**config.mk**
```make
export PLATFORM = sky130hd
export DESIGN_NAME = demux_stream_distributor
export DESIGN_NICKNAME = d
export VERILOG_FILES = /design/src/rtl/demux_dist_pkg.sv /design/src/rtl/rr_pick_4.sv /design/src/rtl/demux_stream_distributor.sv
export SDC_FILE = /design/constraint.sdc
export NUM_CORES = 1
export LEC_CHECK = 0
export ABC_AREA = 1
export CAP_MARGIN = 15
export CORE_ASPECT_RATIO = 0.8
export CORE_MARGIN = 4
export CORE_UTILIZATION = 40
export DETAILED_ROUTE_END_ITERATION = 16
export PLACE_DENSITY = 0.8
export SLEW_MARGIN = 10
export SYNTH_ARGS = -nofsm -noshare
export SYNTH_HDL_FRONTEND = slang
export SYNTH_SLANG_ARGS = --single-unit
```
**constraint.sdc**
```tcl
create_clock -name clk -period 1.7 [get_ports clk]
set_input_delay 0.34 -clock clk [delete_from_list [all_inputs] [get_ports clk]]
set_output_delay 0.34 -clock clk [all_outputs]
set_load 0.02 [all_outputs]
```
**src/rtl/demux_dist_pkg.sv**
```systemverilog
// Shared constants for the demux stream distributor and its helpers.
//   NUM_CH / SEL_W : channel count and select width of the downstream 1:4 demux
//   MODE_*         : meaning of the mode input
//   state_t        : output register occupancy
package demux_dist_pkg;
  localparam int NUM_CH = 4;
  localparam int SEL_W  = 2;

  localparam logic MODE_RR   = 1'b0;
  localparam logic MODE_ADDR = 1'b1;

  typedef enum logic {
    ST_EMPTY = 1'b0,
    ST_FULL  = 1'b1
  } state_t;
endpackage

```
**src/rtl/rr_pick_4.sv**
```systemverilog
// Rotating-priority picker over a 4-bit mask.
//   mask  : candidate channels
//   start : highest-priority index; search runs start, start+1, ... mod 4
//   pick  : first candidate found (0 when none)
//   any   : at least one candidate present
module rr_pick_4
  import demux_dist_pkg::*;
(
  input  logic [NUM_CH-1:0] mask,
  input  logic [SEL_W-1:0]  start,
  output logic [SEL_W-1:0]  pick,
  output logic              any
);
  logic [SEL_W-1:0] idx;

  always_comb begin
    pick = '0;
    any  = 1'b0;
    idx  = '0;
    for (int i = 0; i < NUM_CH; i++) begin
      // 2-bit add wraps 3->0 for free.
      idx = start + SEL_W'(i);
      if (!any && mask[idx]) begin
        pick = idx;
        any  = 1'b1;
      end
    end
  end
endmodule

```
**src/rtl/demux_stream_distributor.sv**
```systemverilog
// One-entry steering stage in front of a 1:4 demux.
//   clk, rst           : clock, synchronous active-high reset
//   mode               : 0 round-robin, 1 addressed (sampled on acceptance)
//   chan_en            : per-channel enable
//   in_valid/in_ready  : input handshake; in_data, in_dest payload/address
//   out_valid          : one-hot valid on channel sel while a beat is held
//   out_ready          : per-channel consumer ready (only out_ready[sel] used)
//   out_data, sel      : registered payload and demux select
//   drop_cnt           : saturating count of beats addressed to disabled channels
module demux_stream_distributor
  import demux_dist_pkg::*;
#(
  parameter int DATA_W = 8,
  parameter int CNT_W  = 8
) (
  input  logic              clk,
  input  logic              rst,
  input  logic              mode,
  input  logic [NUM_CH-1:0] chan_en,
  input  logic              in_valid,
  output logic              in_ready,
  input  logic [DATA_W-1:0] in_data,
  input  logic [SEL_W-1:0]  in_dest,
  output logic [NUM_CH-1:0] out_valid,
  input  logic [NUM_CH-1:0] out_ready,
  output logic [DATA_W-1:0] out_data,
  output logic [SEL_W-1:0]  sel,
  output logic [CNT_W-1:0]  drop_cnt
);
  state_t            state_q, state_d;
  logic [DATA_W-1:0] data_q, data_d;
  logic [SEL_W-1:0]  sel_q, sel_d;
  logic [SEL_W-1:0]  rr_ptr_q, rr_ptr_d;
  logic [CNT_W-1:0]  drop_q, drop_d;

  logic             all_off, drain, accept;
  logic [SEL_W-1:0] rr_pick;
  logic             rr_any;

  rr_pick_4 u_pick (
    .mask  (chan_en),
    .start (rr_ptr_q),
    .pick  (rr_pick),
    .any   (rr_any)
  );

  assign all_off = (chan_en == '0);
  assign drain   = (state_q == ST_FULL) && out_ready[sel_q];
  // Gated by rst so nothing appears accepted while reset is held.
  assign in_ready = !rst && !all_off && ((state_q == ST_EMPTY) || out_ready[sel_q]);
  assign accept   = in_valid && in_ready;

  always_comb begin
    state_d  = state_q;
    data_d   = data_q;
    sel_d    = sel_q;
    rr_ptr_d = rr_ptr_q;
    drop_d   = drop_q;

    if (drain) state_d = ST_EMPTY;

    if (accept) begin
      if (mode == MODE_ADDR) begin
        if (chan_en[in_dest]) begin
          data_d  = in_data;
          sel_d   = in_dest;
          state_d = ST_FULL;
        end else if (drop_q != '1) begin
          // Consumed but not loaded; state follows the drain alone.
          drop_d = drop_q + CNT_W'(1);
        end
      end else if (rr_any) begin
        // rr_any is always set here since all_off blocks acceptance.
        data_d   = in_data;
        sel_d    = rr_pick;
        rr_ptr_d = rr_pick + SEL_W'(1);
        state_d  = ST_FULL;
      end
    end
  end

  always_ff @(posedge clk) begin
    if (rst) begin
      state_q  <= ST_EMPTY;
      data_q   <= '0;
      sel_q    <= '0;
      rr_ptr_q <= '0;
      drop_q   <= '0;
    end else begin
      state_q  <= state_d;
      data_q   <= data_d;
      sel_q    <= sel_d;
      rr_ptr_q <= rr_ptr_d;
      drop_q   <= drop_d;
    end
  end

  assign out_valid = (state_q == ST_FULL) ? (NUM_CH'(1) << sel_q) : '0;
  assign out_data  = data_q;
  assign sel       = sel_q;
  assign drop_cnt  = drop_q;
endmodule

```
==> impl_metrics.json <==
{
  "run_status": "finished with violations",
  "failed_checks": "setup timing",
  "synth_net_count": 232,
  "tritoncts": "done",
  "drv.max_cap_violation_count": 0,
  "ant_nets": 0,
  "synth.ff_latch_count": 21,
  "fillCellCount": 274,
  "gp_congestion": 0.828,
  "final_min_period_over_clock_period_pct": 101,
  "slowest_delay_ns": 0.38,
  "worstSetupEndpointType": "flip-flop",
  "cp-endpoint": "out_data[7]",
  "layout.cells.non_filler": 316,
  "switching_share_pct": 31.3,
  "worst_skew_pair.late_latency_ns": 0.26,
  "cts-htree-levels": 1,
  "drt_drc_violations_left": 0,
  "crit_type": "reg2reg",
  "gr-usage-all-layers_pct": 18.6,
  "clockRootBuffer": "sky130_fd_sc_hd__clkbuf_8",
  "synth_async_sr_flop_share_pct": 0,
  "dp.cells": 309,
  "timing.hold.worst.class": "reg2reg",
  "floorplan.initialDensity_pct": 41.8,
  "vias": 1603,
  "cts-buffers-inserted": 3,
  "syn_area_mm2": 0.00130,
  "setup.worst_path.start_class": "flip-flop",
  "dr_pass1_iterations": 4,
  "irDropWorstVdd_mv": 0.531,
  "cts-hold-fix-buffers": 0,
  "clock.fmax_mhz": 583,
  "crit-reg2reg-launch": "sel[0]",
  "path_clk_slew_ns": 0.08,
  "final_number_of_hold_violating_endpoints": 0,
  "maxSlewHeadroom_pct": 72.4,
  "die_area_mm2": 0.00423,
  "arrival_ns": 1.87,
  "floorplan.die.width_um": 71.7,
  "critPathSlowestCell": "sky130_fd_sc_hd__dfxtp_4",
  "net_count_of_the_finished_layout": 300,
  "cellPowerDensity_mw_per_mm2": 594,
  "num_io_pins": 45,
  "ys_seq_area_share_pct": 32.3,
  "p_leak_nw": 0.985,
  "maximum_number_of_pins_on_one_net_before_global_route_repair": 12,
  "clock-sinks": 21,
  "post_synth.cell_area_avg_um2": 6.22,
  "placementRows": 18,
  "antenna_found_initial": 0,
  "tightestPinTransition_ns": 0.414,
  "setup_slack_ns": -0.0166,
  "dpl.hpwl_mm": 2.76,
  "yosys_warnings": 0,
  "detail_route.iter0.violations": 130,
  "report.final.setup_viol": 2,
  "area_growth_pct": 61.1,
  "placeableCoreArea_mm2": 0.00311,
  "post_route_cells_drive_above_1_share_pct": 24.3,
  "globalRouteOverflowTotal": 0,
  "switchingPower_uw": 390,
  "design_area_mm2": 0.00209,
  "path_cells": "inv_2, nand3_2, nand2_2, nor3_4, nor3_4, buf_4, nand3_4, buf_6, o21ai_1, nor2_1",
  "power_frac_comb_pct": 31.0,
  "worst_setup_path_startpoint": "sel[0]",
  "grt_pass1_wl_mm": 6.39,
  "cp_common_cell": "sky130_fd_sc_hd__nor3_4",
  "worst-path-max-fanout": 6,
  "dieHeight_um": 59.0,
  "synth.lib_cells_used.distinct": 23,
  "postSynth.topFlopCell": "sky130_fd_sc_hd__dfxtp_1",
  "finalSetupTns_ns": -0.0223,
  "antenna_cells_inserted": 0,
  "cp_data_required_time_ns": 1.85,
  "port_buffers": 44,
  "timing.final.crit_period_ns": 1.72,
  "final_wirelength_mm": 4.11,
  "dpl-instance-area_mm2": 0.00194,
  "power.share.clock_pct": 26.0,
  "synth-edff-count": 0,
  "design_power_total_mw": 1.24,
  "number_of_instances_in_the_synthesized_netlist": 209,
  "r2r.worst_path.cells": 10,
  "finalMaxSlewViolations": 0,
  "power.sequential.fraction_pct": 43.0,
  "number_of_global_route_vias_before_repair": 1443,
  "regToRegEndpoint": "out_data[7]",
  "drt-wirelength-per-cell_um": 13.0,
  "r2r_slack_ns": -0.02,
  "internal_power_uw": 855,
  "fin_worst_skew_ns": 0.00527,
  "grt_setup_unrepaired": "true",
  "vias_per_cell": 5.07,
  "cts.path.max_buffers": 2
}
[synth_stat cells (all sizes together) (2+ instances only)]
master,instances,share of area (%)
xnor2,4,2.7
xor2,2,1.3
nor3,10,5.5
buf,4,1.3
a21oi,12,4.6
clkbuf,2,0.58
nand4,8,3.9
inv,23,6.6
dfxtp,21,32
nand2,62,18
o21ai,11,4.2
nand3,19,8.1
nor2,26,7.5
[worst min-delay path by stage]
stage	from	endpoint	slack [ns]	cells after the start
detailed placement	out_data[0]	out_data[0]	0.47	2
finish	out_data[0]	out_data[0]	0.48	2
floorplan	rst	sel[1]	0.49	3
global placement	out_data[4]	out_data[4]	0.46	2
global route	out_data[4]	out_data[4]	0.52	2
CTS	out_data[7]	out_data[7]	0.49	2
[flip-flops by register name (all words and copies together), names as in the netlist]
name and count:
drop_cnt 8, out_data 8, rr_ptr_q 2, sel 2
state_q 1
[cells in the final DEF (no fill, tap or decap), types with 3 or more instances in the layout]
cell and count:
sky130_fd_sc_hd__dlygate4sd2_1 11, sky130_fd_sc_hd__clkbuf_8 3, sky130_fd_sc_hd__xnor2_1 4, sky130_fd_sc_hd__a21oi_1 11, sky130_fd_sc_hd__nor2_2 7, sky130_fd_sc_hd__inv_1 17
sky130_fd_sc_hd__nand4_1 8, sky130_fd_sc_hd__buf_4 22, sky130_fd_sc_hd__buf_6 4, sky130_fd_sc_hd__dfxtp_1 17, sky130_fd_sc_hd__nand2_2 3, sky130_fd_sc_hd__nor3_1 6
sky130_fd_sc_hd__nand2_1 59, sky130_fd_sc_hd__nor2_1 19, sky130_fd_sc_hd__clkbuf_2 3, sky130_fd_sc_hd__inv_2 6, sky130_fd_sc_hd__o21ai_1 5, sky130_fd_sc_hd__clkdlybuf4s50_1 27
sky130_fd_sc_hd__nor3_4 4, sky130_fd_sc_hd__nand3_1 15, sky130_fd_sc_hd__o21ai_2 4
[per-stage QoR]
step                      hold WS, ns  worst slack (ns)  utilization (%)
after CTS                       0.486           0.00132             66.3
after floorplan                 0.487           0.00287                -
after detailed placement        0.471            -0.581             62.5
after global placement          0.460            -0.554             62.5
final                           0.485           -0.0166             67.4
after global routing            0.518            -0.120             67.4
[per-layer routing]
metal | wire length [um] | track usage, % | vias up | share of wire [%]
met3 | 229 | 4.75 | 6 | 5.6
met2 | 1900 | 29.3 | 48 | 46
li1 | - | - | 811 | -
met4 | 44 | 4.02 | 0 | 1.1
met5 | 0 | 0 | - | 0
met1 | 1940 | 25.7 | 738 | 47
[area by class of cell]
| type | count | area, um^2 | share of cell area (%) |
|---|---|---|---|
| Clock buffer | 4 | 45.0 | 2.15 |
| Inverter | 24 | 95.1 | 4.54 |
| Multi-Input combinational cell | 158 | 857 | 40.9 |
| Sequential cell | 21 | 430 | 20.5 |
| Tap cell | 40 | 50.0 | 2.39 |
| Timing Repair Buffer | 69 | 617 | 29.5 |
[what timing repair did]
| action | 4_1_cts | 5_1_grt |
|---|---|---|
| endpoints found under the setup margin | 25 | 26 |
| gates cloned | 1 | 0 |
| pin swaps | 11 | 7 |
| gates resized for setup | 44 | 31 |
| endpoints found under the hold margin | 0 | 0 |
| buffers inserted | 3 | 0 |
[kinds of logic after synthesis]
kind of cell / share of synthesized area [%]
xor+xnor: 4.04
compound gates: 9.43
fa+ha+maj: 0.962
buf+inv: 8.85
simple gates: 44.4
flops: 32.3
[critical path: cells and delay by family (launching register included)]
kind                   cells  cell delay (ns)
and+or+nand+nor            6             0.67
DFF                        1             0.38
buffers and inverters      3             0.44
AOI/OAI and AO/OA          1             0.13
[power groups by stage]
stage          Combinational [mW]  Sequential, mW  Clock (mW)
2_1_floorplan               0.160           0.561           0
3_3_place_gp                0.342           0.541           0
3_5_place_dp                0.346           0.542           0
4_1_cts                     0.365           0.532       0.328
5_1_grt                     0.421           0.538       0.351
6_report                    0.386           0.535       0.323
Power figures use the tool's default switching activity.
